===== config.mk =====
export PLATFORM = sky130hd
export DESIGN_NAME = scan_ctrl_flat
export DESIGN_NICKNAME = d
export VERILOG_FILES = /design/src/rtl/scan_pkg.sv /design/src/rtl/scan_ctrl_if.sv /design/src/rtl/scan_bitcnt.sv /design/src/rtl/scan_ctrl.sv /design/src/flat_wrapper.sv
export SDC_FILE = /design/constraint.sdc
export NUM_CORES = 1
export LEC_CHECK = 0
export ABC_AREA = 1
export CORE_UTILIZATION = 45
export DETAILED_ROUTE_END_ITERATION = 10
export PLACE_DENSITY = 0.72
export SLEW_MARGIN = 20
export SYNTH_ARGS = -nofsm -noshare
export SYNTH_HDL_FRONTEND = slang
export SYNTH_HIERARCHICAL = 1
export SYNTH_SLANG_ARGS = --single-unit
export TNS_END_PERCENT = 50

===== constraint.sdc =====
create_clock -name clk -period 1.6 [get_ports clk]
set_input_delay 0.32 -clock clk [delete_from_list [all_inputs] [get_ports clk]]
set_output_delay 0.32 -clock clk [all_outputs]
set_load 0.005 [all_outputs]

===== src/rtl/scan_pkg.sv =====
// Shared types and constants for the scan chain sequencer.
package scan_pkg;

  typedef enum logic [2:0] {
    IDLE,
    SHIFT_IN,
    CAPTURE,
    SHIFT_OUT,
    DONE
  } scan_state_e;

  localparam int SCAN_N_DEFAULT = 4;

  localparam logic SCAN_SHIFT = 1'b1;
  localparam logic SCAN_LOAD  = 1'b0;

endpackage


===== src/rtl/scan_ctrl_if.sv =====
// Host-side handshake plus scan chain pins for one scan_ctrl instance.
interface scan_ctrl_if #(
  parameter int N = 4
);

  logic         start;
  logic [N-1:0] pattern;
  logic         busy;
  logic         done;
  logic [N-1:0] result;
  logic         scan_test;
  logic         scan_sin;
  logic         scan_sout;

  modport master (
    output start, pattern, scan_sout,
    input  busy, done, result, scan_test, scan_sin
  );

  modport slave (
    input  start, pattern, scan_sout,
    output busy, done, result, scan_test, scan_sin
  );

endinterface


===== src/rtl/scan_bitcnt.sv =====
// Loadable down-counter with zero flag; paces both shift phases of the sequencer.
module scan_bitcnt #(
  parameter int CW = 3
) (
  input  logic          clk,
  input  logic          rst,
  input  logic          i_load,
  input  logic [CW-1:0] i_loadVal,
  input  logic          i_dec,
  output logic [CW-1:0] o_count,
  output logic          o_zero
);

  logic [CW-1:0] r_count;

  always_ff @(posedge clk) begin
    if (rst) begin
      r_count <= '0;
    end else if (i_load) begin
      r_count <= i_loadVal;
    end else if (i_dec && (r_count != '0)) begin
      r_count <= r_count - CW'(1);
    end
  end

  assign o_count = r_count;
  assign o_zero  = (r_count == '0);

endmodule


===== src/rtl/scan_ctrl.sv =====
// Scan cycle sequencer: shifts a pattern in, captures once, then shifts the
// captured word out into result.
module scan_ctrl
  import scan_pkg::*;
#(
  parameter int N  = SCAN_N_DEFAULT,
  parameter int CW = $clog2(N + 1)
) (
  input  logic       clk,
  input  logic       rst,
  scan_ctrl_if.slave bus
);

  localparam logic [CW-1:0] LAST_BIT = CW'(N - 1);

  scan_state_e   r_state;
  scan_state_e   w_nextState;
  logic [N-1:0]  r_pattern;
  logic [N-1:0]  r_result;
  logic          w_cntLoad;
  logic          w_cntDec;
  logic [CW-1:0] w_count;
  logic          w_cntZero;

  scan_bitcnt #(
    .CW(CW)
  ) u_bitcnt (
    .clk      (clk),
    .rst      (rst),
    .i_load   (w_cntLoad),
    .i_loadVal(LAST_BIT),
    .i_dec    (w_cntDec),
    .o_count  (w_count),
    .o_zero   (w_cntZero)
  );

  always_ff @(posedge clk) begin
    if (rst) begin
      r_state <= IDLE;
    end else begin
      r_state <= w_nextState;
    end
  end

  // The pattern is frozen at acceptance so later host changes cannot corrupt the shift.
  always_ff @(posedge clk) begin
    if (rst) begin
      r_pattern <= '0;
    end else if ((r_state == IDLE) && bus.start) begin
      r_pattern <= bus.pattern;
    end
  end

  always_ff @(posedge clk) begin
    if (rst) begin
      r_result <= '0;
    end else if (r_state == SHIFT_OUT) begin
      r_result <= {r_result[N-2:0], bus.scan_sout};
    end
  end

  always_comb begin
    w_nextState   = r_state;
    w_cntLoad     = 1'b0;
    w_cntDec      = 1'b0;
    bus.scan_test = SCAN_LOAD;
    bus.scan_sin  = 1'b0;
    bus.busy      = 1'b0;
    bus.done      = 1'b0;

    case (r_state)
      IDLE: begin
        if (bus.start) begin
          w_cntLoad   = 1'b1;
          w_nextState = SHIFT_IN;
        end
      end
      SHIFT_IN: begin
        bus.scan_test = SCAN_SHIFT;
        bus.scan_sin  = r_pattern[w_count];
        bus.busy      = 1'b1;
        w_cntDec      = 1'b1;
        if (w_cntZero) begin
          w_nextState = CAPTURE;
        end
      end
      CAPTURE: begin
        bus.busy    = 1'b1;
        w_cntLoad   = 1'b1;
        w_nextState = SHIFT_OUT;
      end
      SHIFT_OUT: begin
        bus.scan_test = SCAN_SHIFT;
        bus.busy      = 1'b1;
        w_cntDec      = 1'b1;
        if (w_cntZero) begin
          w_nextState = DONE;
        end
      end
      DONE: begin
        bus.done    = 1'b1;
        w_nextState = IDLE;
      end
      default: begin
        w_nextState = IDLE;
      end
    endcase
  end

  assign bus.result = r_result;

endmodule


===== src/flat_wrapper.sv =====
// flat-port wrapper written by rule: the top's interface ports become plain ports
module scan_ctrl_flat import scan_pkg::*;
#(
  parameter int N  = SCAN_N_DEFAULT,
  parameter int CW = $clog2(N + 1)
)
  (clk, rst, bus_start, bus_pattern, bus_scan_sout, bus_busy, bus_done, bus_result, bus_scan_test, bus_scan_sin);
  scan_ctrl_if #(.N(N)) bus_i ();
  input  logic clk;
  input  logic rst;
  input wire logic [$bits(bus_i.start)-1:0] bus_start;
  input wire logic [$bits(bus_i.pattern)-1:0] bus_pattern;
  input wire logic [$bits(bus_i.scan_sout)-1:0] bus_scan_sout;
  output wire logic [$bits(bus_i.busy)-1:0] bus_busy;
  output wire logic [$bits(bus_i.done)-1:0] bus_done;
  output wire logic [$bits(bus_i.result)-1:0] bus_result;
  output wire logic [$bits(bus_i.scan_test)-1:0] bus_scan_test;
  output wire logic [$bits(bus_i.scan_sin)-1:0] bus_scan_sin;
  assign bus_i.start = bus_start;
  assign bus_i.pattern = bus_pattern;
  assign bus_i.scan_sout = bus_scan_sout;
  assign bus_busy = bus_i.busy;
  assign bus_done = bus_i.done;
  assign bus_result = bus_i.result;
  assign bus_scan_test = bus_i.scan_test;
  assign bus_scan_sin = bus_i.scan_sin;
  scan_ctrl #(.N(N), .CW(CW)) u_core (.clk(clk), .rst(rst), .bus(bus_i));
endmodule

== Yosys cells after proc, flatten, opt, wreduce, memory -nomap -nowiden ==
Cells that the tools add are included.

* Bits in registers: 14
* Input bits: 8
* RAM bits: 0
* Memories kept: 0
* Bits in latches: 0
* ROM bits: 0
* Output and inout port bits: 8

* Div/mod/pow operators: 0
* Bitwise logic cells: 0
* $lt $le $gt $ge: 1
* Reductions and logical operators: 10
* $mul: 0
* Eq/ne operators: 7
* Multiplexer cells: 14
* Shift operators: 0
* $add $sub $neg: 1

{| class="wikitable"
|+ Operator list
! cell !! count
|-
| $pmux W3 S4 || 1
|-
| $mux W3 || 3
|-
| $eq A3 B2 Y1 const B || 2
|-
| $logic_not A3 Y1 || 2
|-
| $mux W1 || 6
|-
| $ne A2 B2 Y1 const B || 3
|-
| $mux W2 || 2
|-
| $reduce_or A2 Y1 || 2
|-
| $eq A3 B1 Y1 const B || 1
|-
| $eq A3 B3 Y1 const B || 1
|-
| $lt A3 B3 Y1 const B || 1
|-
| $reduce_and A3 Y1 || 1
|-
| $reduce_bool A3 Y1 || 1
|-
| $reduce_or A3 Y1 || 1
|-
| $sub A3 B1 Y3 const B || 1
|-
| $bmux W1 S2 || 1
|-
| $logic_and A1 B1 Y1 || 2
|-
| $pmux W1 S2 || 1
|-
| $reduce_bool A2 Y1 || 1
|}

== Longest topological paths before layout ==
Gate-level depths: netlist of the first run.

* Word-level depth: 6
* Gate-level depth with buffers: 9
* Gate-level depth less buffers: 9

== Hierarchy ==
The synthesis of the first run kept the hierarchy.

{| class="wikitable"
|+ Modules (own cells, without submodules)
! module !! cells each !! times used !! area an instance (µm²) !! seq. area each (µm²)
|-
| scan_ctrl || 75 || 1 || 519.2 || 220.2
|-
| scan_bitcnt || 34 || 1 || 201.4 || 60.1
|}

== Worst setup path before layout of the first run ==
OpenSTA, ideal clock, no wires.

* Path kind: flip-flop to flip-flop
* From: register u_core.u_bitcnt.r_count[0] (netlist: u_core/u_bitcnt/o_count[0])
* To: register u_core.u_bitcnt.r_count[1] (netlist: u_core/u_bitcnt/o_count[1])
* Setup slack: 340 ps
* Buffers on the path: 0
* Arrival: 1,149 ps
* Setup time: 112 ps
* Clock period less this slack: 1,260 ps
* Data required time: 1,488 ps
* Cell stages (with the launch flop): 10
* Cell sequence: dfxtp_1 -> inv_1 -> ha_1 -> ha_1 -> inv_1 -> nand2_1 -> nand2_1 -> inv_1 -> nor2_1 -> nor2_1

* Longest elaborated chain between the ends: 3

{| class="wikitable"
|+ RTL lines
! what !! RTL line !! text
|-
| start: declaration || scan_bitcnt.sv:14 || <nowiki>logic [CW-1:0] r_count;</nowiki>
|-
| start signal: assignment || scan_bitcnt.sv:20 || <nowiki>r_count <= i_loadVal;</nowiki>
|-
| start signal: assignment || scan_bitcnt.sv:22 || <nowiki>r_count <= r_count - CW'(1);</nowiki>
|-
| $sub A3 B1 Y3 or $reduce_bool A3 Y1 (tied branches) || scan_bitcnt.sv:22, scan_bitcnt.sv:21 ||
|-
| $mux W2 or $logic_and A1 B1 Y1 (tied branches) || scan_bitcnt.sv:21 || <nowiki>end else if (i_dec && (r_count != '0)) begin</nowiki>
|-
| $mux W2 or $reduce_bool A2 Y1 (tied branches) || n/a ||
|}

Parallel ways exist; a longest one is shown, timed or not. The select of a mux whose other input is x is not followed.
A chain may end at the register's enable or synchronous reset.

== Final worst setup path of the first run ==
* From: register u_core.u_bitcnt.r_count[0] (netlist: u_core/u_bitcnt/o_count[0])
* To: output bus_scan_sin

* Longest elaborated chain between the ends: 3

{| class="wikitable"
|+ RTL lines
! what !! RTL line !! text
|-
| $bmux W1 S2 || scan_ctrl.sv:80 || <nowiki>bus.scan_sin = r_pattern[w_count];</nowiki>
|-
| $mux W1 (implied by the code) || scan_ctrl.sv:80 ||
|-
| $mux W1 || scan_ctrl.sv:71 || <nowiki>case (r_state)</nowiki>
|-
| end: declaration || flat_wrapper.sv:18 || <nowiki>output wire logic [$bits(bus_i.scan_sin)-1:0] bus_scan_sin;</nowiki>
|}

Every way passes these cells. The select of a mux whose other input is x is not followed.

==> out/qor.yml, run 1 <==
worst_slack_ns: 0.102
seqPwrFrac_pct: 35.6
ys.flop_type: "dfxtp_1"
p_comb_share_pct: 52.2
critPathMaxStageDelay_ns: 0.38
ant_nets: 0
synth-compound-area-share_pct: 11.6
grt_pass1_vias: 621
arrival_ns: 1.18
route.met3.wl_um: 76
layout_min_cycle_time_ns: 1.50
power.switching_uw: 670
row_count: 14
yosys.area_share.xor_xnor_pct: 0
synth-seq-area-share_pct: 38.9
synthTopCellsByCount: "30 x nor2_1, 15 x nand2_1, 14 x dfxtp_1, 11 x inv_1, 8 x o21ai_0"
via_per_inst: 4.88
status: "complete, no violations"
pwr_density_cell_mw_per_mm2: 1670
route.met2.wl_um: 668
clkLatencyLatePin_ns: 0.27
antenna_found_initial: 0
place_ws_ns: -0.0527
ys_warn_count: 6
clock-sinks: 14
synth_top_area_cell: "dfxtp_1"
die_w_um: 42.0
start_util_pct: 47.8
ir_drop_uv: 930
totalWireLength_mm: 1.47
whs_ns: 0.499
synth.distinct_cells: 17
grt_pass1_wl_mm: 2.46
dieArea_mm2: 0.00177
cp-end-kind: "output port"
muxShareOfSynthArea_pct: 0
finalSetupViolations: 0
cts_buffers: 3
grt_start_max_net_pins: 10
firstDrtPassIters: 5
cp.depth: 5
core_mm2: 0.00151
synthArstFlopShare_pct: 0
drt-initial-drc-count: 27
place_hpwl_mm: 1.16
cap_violations: 0
synth-edff-count: 0
max-clock-path-buffers: 2
portBuffers: 15
gp_congestion: 0.840
clockPowerShare_pct: 12.1
fp.dieH_um: 42.0
drv_slew: 0
p_int_uw: 897
p_total_mw: 1.57
crit_buf_inv: 1
cpLargestDelayFamily: "flip-flops"
postSynthAreaPerCell_um2: 6.61
final_nets: 143
critPathKind: "reg -> out"
netSwitchingFraction_pct: 42.8
synth_top_area_share_pct: 38.9
rrSetupSlack_ns: 0.27
hold_path_depth: 2
hold_viol_final: 0
syn_area_um2: 721
yosysMostFrequentCell: "nor2_1"
worst_path_max_delay_cell: "dfxtp_4"
cts-root-buf: "clkbuf_4"
wl_met1_um: 720
cts_max_level: 1
drc: 0
rsz0062_at_grt: "no"
synthTopCellsByArea: "dfxtp_1 39%, nor2_1 16%, nand2_1 7.8%"
clkTransAtPathRegs_ns: 0.08
avgRoutedWirePerCell_um: 9.97
finalSetupTns_ns: 0
ios: 16
synth_top_family_by_area: "simple AND/OR/NAND/NOR gates"
fill_cells: 148
design_area_um2: 937
cts_tree: "built"
syn_inst: 109
startpoint_type: "flop"
routed.top_layer: "met3"
cp.required_ns: 1.28
hp-class: "reg -> reg"
finalCritPeriodShare_pct: 93.6
clock_skew_ns: 0.000669
cts_setup_buffers: 0
leakage_nw: 0.466
place_area_um2: 917
yosys.area_share.simple_pct: 37.2
grt-ovfl-total: 0
max_freq_mhz: 668
cp_common_cell: "nor2_1"
reg2reg_depth: 9
synth_adder_area_share_pct: 3.47
grt_usage_pct: 18.0
critical_path.max_fanout: 6
crit_chain: "nor2_1 > nor2_1 > o21ai_0 > a21oi_1 > clkbuf_2"
antenna_cells: 0
ys_ff_latch: 14
num_vias: 718
drive_gt1_share_pct: 16.8
area_delta_synth_final_pct: 30.0
-- path summary, 6_finish.rpt --
kind / to / start
min reg2reg: u_core/bus.result[1] / u_core/bus.result[0]
max reg2reg: u_core/u_bitcnt/o_count[2] / u_core/u_bitcnt/o_count[1]
min: u_core/bus.result[1] / u_core/bus.result[0]
max: bus_scan_sin / u_core/u_bitcnt/o_count[0]
-- sequential cells by signal (all words and copies together) (netlist names) --
register	flops
u_core/r_pattern	4
u_core/u_bitcnt/o_count	3
u_core/r_state	3
u_core/bus.result	4
-- power by group through the flow --
stage / Sequential [mW] / Combinational [mW] / Clock [mW]
after floorplan: 0.536 / 0.582 / 0
after global placement: 0.548 / 0.823 / 0
after detailed placement: 0.550 / 0.840 / 0
after CTS: 0.555 / 0.821 / 0.200
after global routing: 0.572 / 0.935 / 0.211
final: 0.558 / 0.818 / 0.190
-- what timing repair did --
| action | CTS | global route |
|---|---|---|
| pin swaps | 0 | 1 |
| hold buffers | 0 | 0 |
| gates resized for setup | 9 | 1 |
| setup endpoints to repair | 4 | 1 |
-- cell families after synthesis --
family          after synthesis
fa+ha+maj                     2
simple gates                 60
flops                        14
compound gates               16
buf+inv                      15
other cells                   2
-- final cells by class --
| class | count | area (µm²) | area share [%] |
|---|---|---|---|
| multi-input combinational | 81 | 388 | 41.4 |
| sequential | 14 | 287 | 30.6 |
| clock buffer | 3 | 22.5 | 2.40 |
| tap | 16 | 20.0 | 2.14 |
| timing repair buffer | 18 | 164 | 17.5 |
| inverter | 15 | 56.3 | 6.01 |
-- worst register-to-register path, cell delays in order, from the launching register on --
cell and delay (ns):
dfxtp_1 0.37, inv_1 0.07, ha_1 0.18, ha_1 0.18, inv_1 0.05, nand2_1 0.08, nand2_1 0.11, inv_1 0.06
nor2_1 0.08, nor2_1 0.05
-- placed cells by master, fill, tap and decap left out, drive strengths merged --
cell	count
nor2	34
nand2	18
inv	15
dfxtp	14
o21ai	12
clkdlybuf4s50	11
nand3	8
clkbuf	4
dlygate4sd2	3
buf	3
conb	3
a21oi	2
ha	2
o21a	1
a31oi	1
-- per-stage QoR --
stage               util [%]  std cells
global route            62.2        147
finish                  62.2        147
global placement        60.9        144
floorplan                  -        110
CTS                     62.5        147
detailed placement      60.9        144
-- metal layers --
layer  track usage (%)  up-vias
met4              5.63        0
met2              30.0       22
met5                 0        -
met3              4.31        0
met1              23.0      315
li1                  -      381
No activity file was read; power rests on OpenSTA's default activity.
==> run 2, diff against run 1 <==
--- a/config.mk
+++ b/config.mk
@@ -6,10 +6,11 @@
 export NUM_CORES = 1
 export LEC_CHECK = 0
 export ABC_AREA = 1
+export CORE_MARGIN = 2
 export CORE_UTILIZATION = 45
 export DETAILED_ROUTE_END_ITERATION = 10
 export PLACE_DENSITY = 0.72
-export SLEW_MARGIN = 20
+export SLEW_MARGIN = 5
 export SYNTH_ARGS = -nofsm -noshare
 export SYNTH_HDL_FRONTEND = slang
 export SYNTH_HIERARCHICAL = 1
==> run 2 against run 1 <==
Largest cell class unchanged. Critical path type unchanged. Clock skew rose by 0.0078 ns. Core utilization rose by 1.4 points. Sequential share of layout area fell by 0.68 points. Design area rose by 2.3%. Worst setup slack improved by 0.016 ns.
==> out/qor.yml, run 2 (synthesized netlist as in run 1, its figures left out) <==
place_area_um2: 925
finalCritPeriodShare_pct: 92.6
rsz0062_at_grt: "no"
firstDrtPassIters: 5
rrSetupSlack_ns: 0.19
r2r-start: "u_core/u_bitcnt/o_count[0]"
final_common_cell: "nor2_1"
leakage_nw: 0.479
antenna_found_initial: 0
multi_input_area_um2: 388
totalWireLength_mm: 1.47
fill_cells: 140
worst_slack_ns: 0.118
cts_max_level: 1
cts_tree: "built"
worst_path_max_delay_cell: "dfxtp_1"
max-clock-path-buffers: 2
fp.dieH_um: 44.0
ir_drop_uv: 929
cap_violations: 0
startpoint_type: "flop"
crit_chain: "o21a_1 > o21ai_0 > a21oi_1 > clkbuf_2"
r2r-end: "u_core/u_bitcnt/o_count[2]"
grt_pass1_vias: 628
num_vias: 741
layout_min_cycle_time_ns: 1.48
row_count: 14
clock_skew_ns: 0.00843
final_cell_mix: "30 x nor2_1, 15 x nand2_1, 11 x clkdlybuf4s50_1, 11 x inv_1, 11 x dfxtp_1"
place_hpwl_mm: 1.12
final_nets: 144
hold_viol_final: 0
hp-start: "u_core/bus.result[2]"
hold_path_depth: 2
pwr_density_cell_mw_per_mm2: 1730
clkLatencyLatePin_ns: 0.28
drive_gt1_share_pct: 18.0
place_ws_ns: 0.0265
cp.required_ns: 1.28
ant_nets: 0
dieArea_mm2: 0.00194
core_mm2: 0.00151
avgRoutedWirePerCell_um: 9.85
drt-initial-drc-count: 24
grt_pass1_wl_mm: 2.50
antenna_cells: 0
worstHoldEndpoint: "u_core/bus.result[3]"
ios: 16
die_w_um: 44.0
finalSetupViolations: 0
start_util_pct: 47.8
via_per_inst: 4.97
critical_path.max_fanout: 3
critPathKind: "reg -> out"
drc: 0
portBuffers: 15
regArea_um2: 287
cts_buffers: 3
grt_start_max_net_pins: 10
cp-end-kind: "output port"
clock-sinks: 14
grt-ovfl-total: 0
area_delta_synth_final_pct: 33.0
cts-root-buf: "clkbuf_4"
gp_congestion: 0.875
design_area_um2: 958
hp-class: "reg -> reg"
max_freq_mhz: 675
status: "complete, no violations"
finalSetupTns_ns: 0
drv_slew: 0
grt_usage_pct: 17.3
clkTransAtPathRegs_ns: 0.09
reg2reg_depth: 10
arrival_ns: 1.16
critPathMaxStageDelay_ns: 0.36
## run 2: worst max-delay path by stage
stage	start	to	slack (ns)	depth (start not counted)
finish	u_core/u_bitcnt/o_count[1]	bus_scan_sin	0.12	4
global route	u_core/u_bitcnt/o_count[1]	bus_scan_sin	0.06	4
CTS	u_core/u_bitcnt/o_count[0]	bus_scan_sin	0.03	5
detailed placement	u_core/u_bitcnt/o_count[0]	bus_scan_sin	0.03	5
global placement	u_core/u_bitcnt/o_count[0]	bus_scan_sin	0.03	5
floorplan	u_core/u_bitcnt/o_count[0]	u_core/u_bitcnt/o_count[1]	0.34	9
## run 2: metal layers
metal / part of all wire, % / track usage, % / vias to the layer above
li1: - / - / 386
met1: 50 / 24.5 / 323
met2: 41 / 24.7 / 28
met3: 7.7 / 4.90 / 4
met4: 1.2 / 7.27 / 0
met5: 0 / 0 / -
## run 2: layout make-up
cell class | instances | share of cell area (%)
sequential | 14 | 29.9
inverter | 15 | 5.87
timing repair buffer | 19 | 17.9
tap | 16 | 2.09
clock buffer | 4 | 3.79
multi-input combinational | 81 | 40.5
## run 2: per-stage QoR
| stage | util [%] | hold WS [ns] | instances | total power [mW] |
|---|---|---|---|---|
| finish | 63.6 | 0.512 | 149 | 1.65 |
| global route | 63.6 | 0.535 | 149 | 1.81 |
| CTS | 63.9 | 0.507 | 149 | 1.65 |
| detailed placement | 61.4 | 0.484 | 145 | 1.40 |
| global placement | 61.4 | 0.483 | 145 | 1.39 |
| floorplan | - | 0.389 | 110 | 1.12 |
## run 2: repair_timing
item,CTS,global route
gates cloned,0,0
setup endpoints to repair,4,1
resized for setup,8,2
buffers inserted,0,0
hold buffers,0,0
pin swaps,0,1
## run 2: worst max-delay path: cells and delay by family (launching register included)
| kind | cells | cell delay, ns |
|---|---|---|
| buffers and inverters | 1 | 0.14 |
| DFF | 1 | 0.36 |
| AOI/OAI and AO/OA | 3 | 0.39 |
## run 2: where the power goes
| part | internal, mW | total (mW) | switching (mW) |
|---|---|---|---|
| clock network | 0.139 | 0.258 | 0.119 |
| logic | 0.354 | 0.843 | 0.489 |
| registers | 0.470 | 0.553 | 0.0834 |
